[src/rtl/fetch_decode_front.sv]
// Front end of the 16-bit pipelined CPU: PC generator, IF/ID register and instruction decoder
// with EX/MEM operand forwarding.
module fetch_decode_front #(
  parameter int unsigned DW   = 16,
  parameter int unsigned RAW  = 4,
  parameter int unsigned OPW  = 4,
  parameter int unsigned SELW = 3
) (
  input  logic            clk,
  input  logic            rst,
  input  logic [DW-1:0]   rom_data_i,
  output logic [DW-1:0]   pc,
  output logic            rom_ce_o,
  output logic [DW-1:0]   id_pc,
  output logic [DW-1:0]   id_inst,
  input  logic [DW-1:0]   reg1_data_in,
  input  logic [DW-1:0]   reg2_data_in,
  output logic            reg1_read,
  output logic            reg2_read,
  output logic [RAW-1:0]  reg1_addr,
  output logic [RAW-1:0]  reg2_addr,
  input  logic            ex_wreg_f,
  input  logic [RAW-1:0]  ex_wd_f,
  input  logic [DW-1:0]   ex_wdata_f,
  input  logic            mem_wreg_f,
  input  logic [RAW-1:0]  mem_wd_f,
  input  logic [DW-1:0]   mem_wdata_f,
  output logic [OPW-1:0]  aluop,
  output logic [SELW-1:0] alusel,
  output logic [DW-1:0]   reg1_data_out,
  output logic [DW-1:0]   reg2_data_out,
  output logic [RAW-1:0]  wd_o,
  output logic            wreg_o
);

  logic [3:0]     op;
  logic [RAW-1:0] rd, rs, rt;
  logic [DW-1:0]  imm;

  assign op = id_inst[15:12];
  assign rd = id_inst[11:8];
  assign rs = id_inst[7:4];
  assign rt = id_inst[3:0];

  // pc clears on the edge after rom_ce_o drops, so a mid-run reset takes two edges to reach 0.
  always_ff @(posedge clk) begin
    rom_ce_o <= ~rst;
    if (!rom_ce_o) pc <= '0;
    else           pc <= pc + 1'b1;
  end

  always_ff @(posedge clk) begin
    if (rst) begin
      id_pc   <= '0;
      id_inst <= '0;
    end else begin
      id_pc   <= pc;
      id_inst <= rom_data_i;
    end
  end

  // EX result is newer than MEM, so it wins when both target the same register.
  function automatic logic [DW-1:0] fwd(input logic [RAW-1:0] addr, input logic [DW-1:0] rf);
    if (ex_wreg_f && ex_wd_f == addr)        return ex_wdata_f;
    else if (mem_wreg_f && mem_wd_f == addr) return mem_wdata_f;
    else                                     return rf;
  endfunction

  always_comb begin
    aluop         = '0;
    alusel        = '0;
    reg1_read     = 1'b0;
    reg2_read     = 1'b0;
    wreg_o        = 1'b0;
    imm           = '0;
    reg1_addr     = '0;
    reg2_addr     = '0;
    wd_o          = '0;
    reg1_data_out = '0;
    reg2_data_out = '0;
    if (!rst) begin
      case (op)
        4'h1: begin aluop = 4'd1; alusel = 3'd1; reg1_read = 1'b1; reg2_read = 1'b1; end
        4'h2: begin aluop = 4'd2; alusel = 3'd1; reg1_read = 1'b1; reg2_read = 1'b1; end
        4'h3: begin aluop = 4'd3; alusel = 3'd2; reg1_read = 1'b1; reg2_read = 1'b1; end
        4'h4: begin aluop = 4'd4; alusel = 3'd2; reg1_read = 1'b1; reg2_read = 1'b1; end
        4'h5: begin aluop = 4'd5; alusel = 3'd2; reg1_read = 1'b1; reg2_read = 1'b1; end
        4'h6: begin
          aluop = 4'd6; alusel = 3'd3; reg1_read = 1'b1;
          imm   = {{(DW-4){1'b0}}, rt};
        end
        4'h7: begin
          aluop = 4'd7; alusel = 3'd3; reg1_read = 1'b1;
          imm   = {{(DW-4){1'b0}}, rt};
        end
        4'h8: begin
          aluop = 4'd1; alusel = 3'd1; reg1_read = 1'b1;
          imm   = {{(DW-4){rt[3]}}, rt};
        end
        4'h9: begin
          aluop = 4'd4; alusel = 3'd2;
          imm   = {{(DW-8){1'b0}}, id_inst[7:0]};
        end
        default: ;
      endcase
      wreg_o = (op >= 4'h1) && (op <= 4'h9);
    end
    if (reg1_read) reg1_addr = rs;
    if (reg2_read) reg2_addr = rt;
    if (wreg_o)    wd_o      = rd;
    reg1_data_out = reg1_read ? fwd(reg1_addr, reg1_data_in) : '0;
    reg2_data_out = reg2_read ? fwd(reg2_addr, reg2_data_in) : imm;
  end

endmodule

[config.mk]
export PLATFORM = sky130hd
export DESIGN_NAME = fetch_decode_front
export DESIGN_NICKNAME = d
export VERILOG_FILES = /design/src/rtl/fetch_decode_front.sv
export SDC_FILE = /design/constraint.sdc
export NUM_CORES = 1
export LEC_CHECK = 0
export BUFFER_PORTS_ARGS = -buffer_cell sky130_fd_sc_hd__buf_2
export CORE_ASPECT_RATIO = 0.8
export CORE_MARGIN = 4
export CORE_UTILIZATION = 39
export DETAILED_ROUTE_END_ITERATION = 10
export PLACE_DENSITY = 0.78
export SETUP_SLACK_MARGIN = 0.05
export SLEW_MARGIN = 30
export SYNTH_ARGS = -nofsm -noshare
export SYNTH_HDL_FRONTEND = slang
export SYNTH_SLANG_ARGS = --single-unit
[constraint.sdc]
create_clock -name clk -period 1.98 [get_ports clk]
set_input_delay 0 -clock clk [delete_from_list [all_inputs] [get_ports clk]]
set_output_delay 0 -clock clk [all_outputs]
set_load 0.02 [all_outputs]
## Word-level counts from Yosys, hierarchy flattened

Cells that the tools add are included.

| word-level totals | value |
|---|---|
| flip-flop bits (word level) | 49 |
| output and inout bits | 103 |
| logic and storage cells | 53 |

| operators by class | value |
|---|---|
| add/sub/neg operators | 1 |
| $lt $le $gt $ge | 2 |
| equal/unequal tests | 13 |
| mux-type cells | 20 |
| bitwise operators | 1 |
| reduce and logical (&&, ||, !) cells | 12 |

Operators with widths:

| kind | count |
|---|---|
| $mux W16 | 7 |
| $pmux W16 S3 | 1 |
| $pmux W3 S7 | 1 |
| $add A16 B1 Y16 const B | 1 |
| $eq A4 B3 Y1 const B | 4 |
| $eq A4 B4 Y1 | 4 |
| $mux W4 | 3 |
| $eq A4 B2 Y1 const B | 2 |
| $eq A4 B4 Y1 const B | 2 |
| $reduce_or A8 Y1 | 1 |
| $pmux W2 S3 | 1 |
| $reduce_or A2 Y1 | 3 |
| $logic_and A1 B1 Y1 | 5 |
| $mux W1 | 5 |
| $reduce_or A5 Y1 | 1 |
| $eq A4 B1 Y1 const B | 1 |
| $ge A4 B1 Y1 const B | 1 |
| $le A4 B4 Y1 const B | 1 |
| $reduce_or A4 Y1 | 1 |
| $mux W3 | 1 |
| $reduce_or A3 Y1 | 1 |
| $mux W2 | 1 |
| $not A1 Y1 | 1 |

## Depth between registers and ports, before layout

| logic depth | value |
|---|---|
| depth after elaboration | 10 |
| depth in mapped cells | 10 |

## Least setup slack after synthesis

No wires, ideal clock.

| timing path | value |
|---|---|
| path type | reg-to-output |
| from | register id_inst[13] |
| to | output port reg1_data_out[10] |
| data arrival time | 2612 ps |
| path slack | -632 ps |
| cell stages (with the launch flop) | 10 |
| path buffers | 3 |
| cell sequence | dfxtp_1 > buf_6 > o31a_1 > nor4b_2 > xor2_1 > a211o_1 > buf_6 > buf_12 > mux2i_1 > o2bb2ai_1 |

| between the ends | value |
|---|---|
| cells in the longest elaborated chain, start to end | 10 |
| elaborated cells between the ends (all ways) | 19 |
| classes of those cells | eq/ne (10); mux (6); reduce/logical (3) |

RTL lines:

| element | line | source |
|---|---|---|
| start: declaration | 15 | `output logic [DW-1:0] id_inst,` |
| start signal: assignment | 58 | `id_inst <= rom_data_i;` |
| $eq A4 B4 Y1 (tied with other cells) | 82 | `case (op)` |
| $reduce_or A8 Y1 (no line) * | - |  |
| $mux W1 * | 82 |  |
| $mux W1 * | 81 | `if (!rst) begin` |
| $mux W4 * | 108 | `if (reg1_read) reg1_addr = rs;` |
| via reg1_addr[0] | 20 | `output logic [RAW-1:0] reg1_addr,` |
| $eq A4 B4 Y1 | 65 | `else if (mem_wreg_f && mem_wd_f == addr) return mem_wdata_f;` |
| $logic_and A1 B1 Y1 | 65 |  |
| $mux W16 | 65 |  |
| $mux W16 * | 64 | `if (ex_wreg_f && ex_wd_f == addr) return ex_wdata_f;` |
| $mux W16 * | 111 | `reg1_data_out = reg1_read ? fwd(reg1_addr, reg1_data_in) : '0;` |
| end: declaration | 30 | `output logic [DW-1:0] reg1_data_out,` |

The timed path passes the listed nets; every way through them passes the cells marked *.

## Worst setup path in the final report

| timing path | value |
|---|---|
| from | register id_inst[12] |
| to | output port reg1_data_out[1] |

| between the ends | value |
|---|---|
| cells in the longest elaborated chain, start to end | 10 |
| elaborated cells between the ends (all ways) | 19 |
| classes of those cells | eq/ne (10); mux (6); reduce/logical (3) |

RTL lines:

| element | line |
|---|---|
| $eq A4 B4 Y1 (tied with other cells) | 82 |
| $reduce_or A8 Y1 (no line) * | - |
| $mux W1 * | 82 |
| $mux W1 * | 81 |
| $mux W4 | 108 |
| $eq A4 B4 Y1 | 65 |
| $logic_and A1 B1 Y1 | 65 |
| $mux W16 | 65 |
| $mux W16 | 64 |
| $mux W16 * | 111 |

Every way passes the cells marked *; elsewhere a longest branch is shown, timed or not.

==> impl_metrics.json <==
{
  "violations": "negative setup slack",
  "row_count": 28,
  "cp_slowest_cell": "dfxtp_2",
  "period_needed_ns": 2.69,
  "setup_viol": 32,
  "postSynthAreaPerCell_um2": 8.62,
  "r2r-end": "pc[15]",
  "leakage_uw": 0.00271,
  "first_global_vias": 3800,
  "placed_area_mm2": 0.00465,
  "reg2regPathDepth": 6,
  "htree_levels": 2,
  "drive_above_1_share": 0.579,
  "viasPerCell": 5.56,
  "firstDrtPassIters": 4,
  "synth.distinct_cells": 56,
  "ios": 195,
  "synth_area_mm2": 0.00304,
  "p_per_area_mw_per_mm2": 471,
  "cts_buffers": 5,
  "cp_cell_sequence": "buf_4 -> nor4_4 -> or3_4 -> clkinv_4 -> a2111oi_2 -> o211ai_1 -> nor2_2 -> buf_4 -> buf_12 -> o2bb2ai_1 -> buf_4",
  "max-slew-margin-rel": 0.662,
  "antenna_found_initial": 0,
  "area_delta_synth_final_pct": 85.4,
  "ff2ff_setup_slack_ns": 0.20,
  "root_buffer": "clkbuf_8",
  "final_cell_mix": "buf_2, buf_4, dfxtp_1",
  "grt_max_degree": 35,
  "gr-usage-all-layers": 0.254,
  "clk_latency_ns": 0.31,
  "gp_congestion": 0.960,
  "worst-setup-path-type": "register to output pin",
  "place_ws_ns": -0.289,
  "routedWlPerCell_um": 20.6,
  "critPathMaxStageDelay_ns": 0.35,
  "start_util": 0.406,
  "routed_wl_mm": 14.8,
  "setup_ws_ns": -0.707,
  "netlist_instances": 353,
  "fmax_mhz": 372,
  "synth-main-ff-cell": "dfxtp_1",
  "ant_nets": 0,
  "vdd_drop_max_v": 0.000323,
  "period_share": 1.36,
  "die_h_um": 87.0,
  "cp.arrival_ns": 2.69,
  "fillers": 517,
  "design.core.area_mm2": 0.00750,
  "clock_path_buffers": 2,
  "maxCapViolCount": 0,
  "die_area_mm2": 0.00929,
  "grt_pass1_wl_mm": 19.0,
  "seq_area_frac_synth": 0.322,
  "hold_class": "input port to register",
  "ys_ff_latch": 49,
  "crit_required_ns": 1.98,
  "synth_edf_count": 0,
  "hold_start": "rst",
  "startpoint_type": "register",
  "critPathCaptureType": "output pin",
  "clkTransAtPathRegs_ns": 0.10,
  "nNetsFinal": 703,
  "final_common_cell": "buf_2",
  "io_buffers": 192,
  "synthArstFlopShare": 0,
  "min_to": "id_inst[0]",
  "holdPathStages": 3,
  "cts_tree": "yes",
  "grt_overflow": 0,
  "yosysWarnings": 0,
  "outcome": "finished, violations left",
  "dr_total_vias": 3986,
  "drtIter0Drc": 393,
  "final_area_mm2": 0.00565,
  "skew_ns": 0.0131,
  "crit_top_cell": "buf_4",
  "cts_sinks": 49,
  "die_x_um": 107,
  "dp_hpwl_mm": 8.97,
  "r2r-start": "pc[4]",
  "worstMarginPinSlew_ns": 0.507,
  "cp_max_fo": 8,
  "slew_violations": 0,
  "finalHoldViolations": 0,
  "total_power_uw": 2660,
  "drc": 0,
  "rsz0062_at_grt": "true"
}
-- worst max-delay path, delay by kind of cell (launching register included) --
| family | cells | cell delay (ns) |
|---|---|---|
| compound gates | 3 | 0.67 |
| flops | 1 | 0.35 |
| simple gates | 3 | 0.68 |
| buf+inv | 5 | 0.67 |
-- flip-flops by register name (all words and copies together), names as in the netlist --
signal and cells:
id_inst 16, pc 16, rom_ce_o 1, id_pc 16
-- logic make-up after synthesis --
logic type,synth area share
flip-flops,0.322
buffers and inverters,0.0575
multiplexers,0.108
AND/OR/NAND/NOR,0.250
AO/OA/AOI/OAI,0.200
adder cells (fa/ha/maj),0.00411
other,0.00123
XOR/XNOR,0.0575
-- what timing repair did --
action	4_1_cts	5_1_grt
cloned	1	3
hold endpoints to repair	16	0
setup buffers	11	7
hold buffers	16	0
setup endpoints to repair	35	39
pin swaps	16	20
gates resized for setup	67	54
-- power breakdown --
group          switching [uW]  internal, uW  total [uW]
combinational             529           443         971
sequential               31.0          1010        1040
clock                     355           288         643
-- synthesized netlist by cell type, drive strengths merged, types with 3 or more instances --
library cell	count	area [um^2]
nand3	11	55.1
o21ai	22	110
inv	10	37.5
a2bb2oi	6	52.6
nand4	4	25.0
a21boi	4	33.8
buf	11	91.3
nor3	5	25.0
o2111ai	3	32.5
and3	3	18.8
nor2	15	58.8
clkbuf	11	41.3
o2bb2ai	16	140
or3	6	42.5
mux2	6	67.6
xor2	9	78.8
nand2b	3	18.8
dfxtp	49	981
a21oi	14	70.1
nor4	3	33.8
nand2	19	71.3
nor2b	35	219
and2	23	144
mux2i	26	260
xnor2	11	96.3
-- how the worst max path moves through the flow --
stage | start | to | slack, ns | cells past startpoint
after floorplan | id_inst[14] | reg1_data_out[10] | -0.45 | 10
after detailed placement | id_inst[13] | reg2_data_out[3] | -0.29 | 7
after CTS | id_inst[14] | reg1_data_out[3] | -0.53 | 8
after global placement | id_inst[12] | reg2_data_out[3] | -0.30 | 8
after global routing | id_inst[12] | reg1_data_out[1] | -0.87 | 11
final | id_inst[12] | reg1_data_out[1] | -0.71 | 11
-- final cells by class --
cell class | count | area (um^2) | share of cell area
multi-input combinational | 272 | 2480 | 0.440
timing repair buffer | 271 | 1890 | 0.335
sequential | 49 | 990 | 0.175
tap | 105 | 131 | 0.0233
clock buffer | 6 | 82.6 | 0.0146
inverter | 11 | 46.3 | 0.00820
clock inverter | 2 | 16.3 | 0.00288
antenna | 1 | 2.50 | 0.000443
-- per-layer routing --
layer,vias up,track usage,share of wire
li1,1777,-,-
met1,1878,0.321,0.39
met2,258,0.431,0.48
met3,73,0.0504,0.080
met4,0,0.0976,0.056
met5,-,0,0
-- stage by stage --
step | util | std cells | hold slack (ns) | setup TNS, ns
floorplan | - | 354 | 0.128 | -10.92
global placement | 0.620 | 671 | 0.212 | -5.28
detailed placement | 0.620 | 671 | 0.218 | -7.22
CTS | 0.712 | 707 | 0.0947 | -15.40
global route | 0.753 | 716 | 0.110 | -23.23
finish | 0.753 | 717 | 0.105 | -19.37
Power figures use the tool's default switching activity.
